## config.mk

```make
export PLATFORM = sky130hd
export DESIGN_NAME = dmem_responder
export DESIGN_NICKNAME = d
export VERILOG_FILES = /design/src/rtl/dmem_pkg.sv /design/src/rtl/dmem_array.sv /design/src/rtl/dmem_responder.sv
export SDC_FILE = /design/constraint.sdc
export NUM_CORES = 2
export LEC_CHECK = 0
export BUFFER_PORTS_ARGS = -buffer_cell sky130_fd_sc_hd__buf_4
export CELL_PAD_IN_SITES_DETAIL_PLACEMENT = 1
export CELL_PAD_IN_SITES_GLOBAL_PLACEMENT = 2
export CORE_ASPECT_RATIO = 1.2
export CORE_MARGIN = 4
export CORE_UTILIZATION = 52
export DETAILED_ROUTE_END_ITERATION = 16
export PLACE_DENSITY = 0.86
export SYNTH_ARGS = -nofsm -noshare
export SYNTH_HDL_FRONTEND = slang
export SYNTH_SLANG_ARGS = --single-unit
```

## constraint.sdc

```tcl
create_clock -name clk -period 7.7 [get_ports clk]
set_input_delay 0.385 -clock clk [delete_from_list [all_inputs] [get_ports clk]]
set_output_delay 0.385 -clock clk [all_outputs]
set_load 0.01 [all_outputs]
```

## src/rtl/dmem_pkg.sv

```systemverilog
// dmem_pkg: shared types and widths for the data-memory responder.
//   state_e : responder FSM states (IDLE, WAIT, RESP)
//   WORD_W  : data word width
//   CNT_W   : wait-state down-counter width (covers WAIT_STATES up to 15)
package dmem_pkg;

    localparam int unsigned WORD_W = 32;
    localparam int unsigned CNT_W  = 4;

    typedef enum logic [1:0] {
        IDLE = 2'd0,
        WAIT = 2'd1,
        RESP = 2'd2
    } state_e;

endpackage

```

## src/rtl/dmem_array.sv

```systemverilog
// dmem_array: synchronous single-port RAM, DEPTH x WORD_W.
//   clk, rst_n : clock, async active-low reset (read register only; contents are not reset)
//   en_i       : access strobe, asserted only on the commit edge
//   we_i       : 1 = write wdata_i, 0 = read into rdata_o
//   idx_i      : word index
//   wdata_i    : write data
//   rdata_o    : registered read data; returns to 0 on any edge without a read
module dmem_array
    import dmem_pkg::*;
#(
    parameter int unsigned DEPTH = 64
) (
    input  logic                     clk,
    input  logic                     rst_n,
    input  logic                     en_i,
    input  logic                     we_i,
    input  logic [$clog2(DEPTH)-1:0] idx_i,
    input  logic [WORD_W-1:0]        wdata_i,
    output logic [WORD_W-1:0]        rdata_o
);

    logic [WORD_W-1:0] mem_q [DEPTH];
    logic [WORD_W-1:0] rdata_q;

    // Storage array, no reset.
    always_ff @(posedge clk) begin
        if (en_i && we_i) begin
            mem_q[idx_i] <= wdata_i;
        end
    end

    // Read register doubles as the response data: zero unless a load just committed.
    always_ff @(posedge clk or negedge rst_n) begin
        if (!rst_n) begin
            rdata_q <= '0;
        end else begin
            rdata_q <= (en_i && !we_i) ? mem_q[idx_i] : '0;
        end
    end

    assign rdata_o = rdata_q;

endmodule

```

## src/rtl/dmem_responder.sv

```systemverilog
// dmem_responder: word-addressed load/store responder with configurable wait states.
//   clk, reset : clock, async active-low reset
//   req_valid / req_ready : request handshake (ready only in IDLE)
//   req_we, req_addr, req_wdata : request fields, latched at acceptance
//   rsp_valid : one-cycle response pulse
//   rsp_rdata : load data, 0 outside a load response
//   rsp_err   : misaligned-access flag
// Optional macro DMEM_MISALIGN_ERR_EN: misaligned requests flag rsp_err, suppress
// the store and return zero load data; when undefined the low address bits are ignored.
module dmem_responder
    import dmem_pkg::*;
#(
    parameter int unsigned DEPTH       = 64,
    parameter int unsigned WAIT_STATES = 2
) (
    input  logic              clk,
    input  logic              reset,
    input  logic              req_valid,
    output logic              req_ready,
    input  logic              req_we,
    input  logic [WORD_W-1:0] req_addr,
    input  logic [WORD_W-1:0] req_wdata,
    output logic              rsp_valid,
    output logic [WORD_W-1:0] rsp_rdata,
    output logic              rsp_err
);

    localparam int unsigned IDX_W = $clog2(DEPTH);
    localparam logic [CNT_W-1:0] WAIT_LOAD =
        (WAIT_STATES == 0) ? '0 : CNT_W'(WAIT_STATES - 1);

    state_e             state_q, state_d;
    logic [CNT_W-1:0]   cnt_q, cnt_d;
    logic               we_q, we_d;
    logic [IDX_W-1:0]   idx_q, idx_d;
    logic [WORD_W-1:0]  wdata_q, wdata_d;
    logic               mis_q, mis_d;
    logic               req_ready_q, rsp_valid_q, rsp_err_q;
    logic               commit_c;
    logic               mis_c;
    logic               unused_addr;

`ifdef DMEM_MISALIGN_ERR_EN
    assign mis_c = (req_addr[1:0] != 2'b00);
`else
    assign mis_c = 1'b0;
`endif

    // Address bits outside the word index do not affect the access.
    assign unused_addr = ^{req_addr[WORD_W-1:IDX_W+2], req_addr[1:0]};

    // Next-state, request latch and commit strobe.
    always_comb begin
        state_d  = state_q;
        cnt_d    = cnt_q;
        we_d     = we_q;
        idx_d    = idx_q;
        wdata_d  = wdata_q;
        mis_d    = mis_q;
        commit_c = 1'b0;
        case (state_q)
            IDLE: begin
                if (req_valid) begin
                    we_d    = req_we;
                    idx_d   = req_addr[IDX_W+1:2];
                    wdata_d = req_wdata;
                    mis_d   = mis_c;
                    cnt_d   = WAIT_LOAD;
                    if (WAIT_STATES == 0) begin
                        state_d  = RESP;
                        commit_c = 1'b1;
                    end else begin
                        state_d = WAIT;
                    end
                end
            end
            WAIT: begin
                if (cnt_q == '0) begin
                    state_d  = RESP;
                    commit_c = 1'b1;
                end else begin
                    cnt_d = cnt_q - CNT_W'(1);
                end
            end
            RESP: begin
                state_d = IDLE;
            end
            default: begin
                state_d = IDLE;
            end
        endcase
    end

    // State, request latch and response registers.
    always_ff @(posedge clk or negedge reset) begin
        if (!reset) begin
            state_q     <= IDLE;
            cnt_q       <= '0;
            we_q        <= 1'b0;
            idx_q       <= '0;
            wdata_q     <= '0;
            mis_q       <= 1'b0;
            req_ready_q <= 1'b1;
            rsp_valid_q <= 1'b0;
            rsp_err_q   <= 1'b0;
        end else begin
            state_q     <= state_d;
            cnt_q       <= cnt_d;
            we_q        <= we_d;
            idx_q       <= idx_d;
            wdata_q     <= wdata_d;
            mis_q       <= mis_d;
            req_ready_q <= (state_d == IDLE);
            rsp_valid_q <= commit_c;
            rsp_err_q   <= commit_c & mis_d;
        end
    end

    // The _d request fields equal the live inputs when committing on the acceptance edge.
    dmem_array #(
        .DEPTH (DEPTH)
    ) u_array (
        .clk     (clk),
        .rst_n   (reset),
        .en_i    (commit_c & ~mis_d),
        .we_i    (we_d),
        .idx_i   (idx_d),
        .wdata_i (wdata_d),
        .rdata_o (rsp_rdata)
    );

    assign req_ready = req_ready_q;
    assign rsp_valid = rsp_valid_q;
    assign rsp_err   = rsp_err_q;

endmodule

```

; Word-level counts from Yosys, hierarchy flattened
; Memories as Yosys holds them, arrays and structs flattened.
; Cells that the tools add are included.
[totals]
n_memories = 1
input_bits = 68
word_cells = 45
out_inout_bits = 35
register_bits = 81
ramBits = 2048
[mem_list]
columns = name, depth, word_bits, read_ports, rd_clocked_by_memory_dff, wr, line
row1 = u_array.mem_q, 64, 32, 1, 0, 1, dmem_array.sv:22  ; logic [WORD_W-1:0] mem_q [DEPTH];
[op_classes]
eq_ne = 3
n_addsub = 1
bitwise = 3
muxes = 19
n_reduce_logical = 8
[ops]
columns = cell, count
row1 = $mux 32, 3
row2 = $mux 6, 2
row3 = $mux 1, 8
row4 = $mux 4, 2
row5 = $pmux 4 s2, 1
row6 = $logic_not 2->1, 2
row7 = $logic_not 4->1, 1
row8 = $mux 2, 2
row9 = $ne 2x2->1 const B, 2
row10 = $pmux 2 s2, 1
row11 = $sub 4x1->4 const B, 1
row12 = $reduce_and 3->1, 1
row13 = $and 1x1->1, 2
row14 = $eq 2x1->1 const B, 1
row15 = $logic_and 1x1->1, 2
row16 = $reduce_bool 2->1, 1
row17 = $logic_not 1->1, 1
row18 = $not 1->1, 1

; Logic depth before layout (Yosys ltp)
[depth]
depth_word = 7
depth_mapped = 10
mapped_depth_nobuf = 8

; Hierarchy
; From an unflattened synthesis, not the netlist that was laid out.
[unflattened]
cells_unflattened = 4426
hier_area_um2 = 80788.7
[by_module_without_submodules]
columns = module, seq_area_each_um2, area_per_inst_um2, cells_per_inst, instances
row1 = dmem_array, 62299.8, 78879.4, 4219, 1
row2 = dmem_responder, 1227.4, 1909.3, 207, 1

; Least setup slack after synthesis
; No wires, ideal clock.
[synth_timing]
path_kind = register to register
start = register state_q[1]
end = memory u_array.mem_q[42][0], enable pin
path_stages_with_launch = 9
slack_ps = 4054
required_ps = 7279
arrival_ps = 3225
setup_ps = 421
n_path_buf = 2
period_less_slack_ps = 3646
path_cell_list = dfrtp_1 -> nor3b_1 -> buf_2 -> mux2i_1 -> inv_1 -> nor2_1 -> nand2_1 -> clkbuf_1 -> nor2_1
[synth_via]
word_cells_on_any_way = 11
classes_between = eq/ne (1) / mux (6) / bitwise (2) / reduce/logical (2)
[synth_lines]
columns = item, line
row1 = from (decl), dmem_responder.sv:32  ; state_e state_q, state_d;
row2 = from (signal assigned), dmem_responder.sv:107  ; state_q <= state_d;
row3 = $logic_not 2->1, dmem_responder.sv:61  ; case (state_q)
row4 = $mux 6, dmem_responder.sv:61
row5 = net idx_d[4], dmem_responder.sv:35  ; logic [IDX_W-1:0] idx_q, idx_d;
row6 = to (decl), dmem_array.sv:22
; The timed path passes the listed nets, and every way through them passes these cells.

; Worst setup path after layout
[layout_timing]
start = register state_q[1]
end = memory u_array.mem_q[41][9], enable pin
; The elaborated chain is that of the path after synthesis.

==> flow_metrics.env <==
export IMPL_power_uw=33500
export IMPL_cts_buffers=194
export IMPL_cts_path_max_buffers=3
export IMPL_leakagePower_uw=0.0269
export IMPL_yosys_warnings=0
export IMPL_syn_area_per_cell_sq_um=18.4
export IMPL_grt_max_degree=99
export IMPL_first_pass_iters=8
export IMPL_ys_seq_area_share_pct=83.4
export IMPL_ir_drop_uv=305
export IMPL_grt_pass1_wl_microns=356000
export IMPL_vias_per_cell=7.23
export IMPL_drv_cap=0
export IMPL_clock_latency_ns=0.85
export IMPL_worstSetupEndpointType="flop"
export IMPL_wl_per_cell_microns=39.8
export IMPL_die_w_microns=357
export IMPL_fp_dieArea_sq_mm=0.153
export IMPL_ys_types=50
export IMPL_r2r_end="u_array.mem_q[41][9]"
export IMPL_seqCellArea_sq_mm=0.0635
export IMPL_tritoncts="built"
export IMPL_synth_cells=4129
export IMPL_dpl_hpwl_microns=139000
export IMPL_rsz0062_at_grt="no"
export IMPL_arrival_ns=5.82
export IMPL_ys_flop_type="edfxtp_1"
export IMPL_fp_row_count=153
export IMPL_hp_class="primary input to async pin"
export IMPL_r2r_slack_ns=2.35
export IMPL_final_hold_viol_count=0
export IMPL_syn_area_sq_mm=0.0761
export IMPL_slew_headroom_pct=4.27
export IMPL_start_util_pct=52.4
export IMPL_p_int_uw=22000
export IMPL_cts_repair_resized=0
export IMPL_fin_crit_ns=5.35
export IMPL_p_per_area_mw_per_mm2=389
export IMPL_skew_ns=0.0743
export IMPL_synth_nets=4199
export IMPL_pwr_share_clk_pct=27.9
export IMPL_ant_nets=0
export IMPL_gr_total_overflow=0
export IMPL_detail_route_iter0_violations=6947
export IMPL_drive_above_1_share_pct=13.9
export IMPL_fin_tns_setup_ns=0
export IMPL_fmax_mhz=187
export IMPL_p_sw_uw=11500
export IMPL_fillers=12500
export IMPL_ioPinCount=103
export IMPL_synth_seq_cells=2129
export IMPL_area_growth_pct=13.0
export IMPL_crit_type="flop to flop"
export IMPL_place_area_sq_mm=0.0799
export IMPL_hold_ws_ns=0.106
export IMPL_startpoint_type="flop"
export IMPL_die_y_microns=427
export IMPL_synth_edff_count=2048
export IMPL_multiInputGateArea_sq_mm=0.0121
export IMPL_path_max_fanout=18
export IMPL_dr_total_vias=46300
export IMPL_h_tree_depth=4
export IMPL_cts_root_buffer="clkbuf_16"
export IMPL_globalplace_congestion=0.818
export IMPL_core_area_sq_mm=0.145
export IMPL_wirelength_microns=255000
export IMPL_cts_sinks=2129
export IMPL_route_detailed_drc=0
export IMPL_antenna_found_initial=9
export IMPL_grtUsageTotal_pct=33.3
export IMPL_port_buffers=76
export IMPL_layout_commonest_cell="edfxtp_1"
export IMPL_reg2regPathDepth=8
export IMPL_p_comb_share_pct=27.4
export IMPL_fin_crit_sh_pct=69.4
export IMPL_worst_pin_slew_ns=1.44
export IMPL_clkTransAtPathRegs_ns=0.07
export IMPL_layout_nets=4367
export IMPL_setup_violations_final=0
export IMPL_cp_required_ns=8.17
export IMPL_fin_area_sq_mm=0.0861
export IMPL_first_global_vias=47900
export IMPL_final_max_slew_violation_count=0
export IMPL_switching_share_pct=34.2
export IMPL_layout_common_cells="edfxtp_1, o22ai_1, buf_4, o221ai_1"
export IMPL_seqPwrFrac_pct=44.6
export IMPL_synth_async_reset_ratio_pct=3.80
export IMPL_status="finished clean"
export IMPL_r2r_start="state_q[1]"
cell usage after synthesis, drive strengths merged, types with 2 or more instances:
cell type	count	share of area (%)
a211oi	3	0.030
a31oi	9	0.074
nor2	128	0.63
and3b	2	0.023
o221ai	199	2.3
o41ai	27	0.31
o22a	195	2.2
nor2b	3	0.025
mux2i	13	0.18
a21oi	27	0.18
nor3b	4	0.039
o31ai	60	0.59
a221oi	8	0.092
nor4	34	0.30
nand2	120	0.59
o22ai	632	5.2
edfxtp	2048	81
mux2	8	0.13
o2111ai	27	0.31
nand2b	2	0.016
ha	2	0.033
buf	149	1.0
a22o	8	0.092
nand3b	4	0.039
clkbuf	112	0.55
o21ai	33	0.22
dfrtp	80	2.6
nand3	5	0.033
and3	2	0.016
or3b	5	0.058
a22oi	16	0.16
nor3	147	0.97
inv	9	0.044
power groups by stage:
stage          Sequential, uW  Combinational (uW)  Clock [uW]
2_1_floorplan           15200                4720           0
3_3_place_gp            15100                8410           0
3_5_place_dp            15200                8790           0
4_1_cts                 14900                8930        9380
5_1_grt                 15000                9490        9910
6_report                14900                9180        9350
routing by layer:
metal  up-vias  track usage (%)  wire (microns)
met3       887             7.45           29000
met1     23900             41.6           85600
met5         -                0              23
met4         4             19.8           17700
met2      3728             53.7          122000
li1      17800                -               -
sequential cells by signal, summed over array words and instances (netlist names):
signal / count
rsp_err: 1
we_q: 1
rsp_valid: 1
req_ready: 1
u_array.rdata_o: 32
wdata_q: 32
idx_q: 6
state_q: 2
u_array.mem_q: 2048
mis_q: 1
cnt_q: 4
through the flow:
stage          utilization [%]  instances  setup WS [ns]
2_1_floorplan                -       4129           4.05
3_3_place_gp              55.0       6033           2.70
3_5_place_dp              55.0       6033           2.63
4_1_cts                   59.2       6402           2.49
5_1_grt                   59.2       6403           2.36
6_report                  59.2       6407           2.35
worst max-delay path by stage:
stage / from / to / slack (ns) / cells past startpoint
5_1_grt: state_q[1] / u_array.mem_q[41][9] / 2.36 / 8
4_1_cts: state_q[1] / u_array.mem_q[41][9] / 2.49 / 8
2_1_floorplan: state_q[1] / u_array.mem_q[42][0] / 4.05 / 8
3_5_place_dp: req_valid / u_array.mem_q[41][9] / 2.63 / 9
3_3_place_gp: req_valid / u_array.rdata_o[2] / 2.70 / 9
6_report: state_q[1] / u_array.mem_q[41][9] / 2.35 / 8
kinds of logic after synthesis:
group,count (synthesis),share of synthesized area [%]
compound gates,1246,11.8
flops,2129,83.4
buf+inv,270,1.64
xor+xnor,2,0.0230
simple gates,459,2.77
fa+ha+maj,2,0.0329
mux,21,0.304
cell type report:
type                            instances  area share, %
Clock buffer                          272           6.11
Tap cell                             1937           2.82
Sequential cell                      2129           73.8
Antenna cell                            5         0.0145
Clock inverter                         92          0.933
Multi-Input combinational cell       1730           14.0
Timing Repair Buffer                  233           2.25
Inverter                                9         0.0392
worst max-delay path, stage by stage (launching register included):
cell     delay (ns)
dfrtp_1        0.42
nor3b_2        0.67
mux2i_1        0.69
inv_1          0.33
nor2_1         0.29
nand2_2        0.59
buf_4          0.55
nor2_4         0.78
buf_4          0.53
repair_timing:
item                      CTS  global route
hold buffers                5             0
hold endpoints to repair   32             0
buffers inserted            0             0
Note: power is estimated with default switching activity, not from simulation.
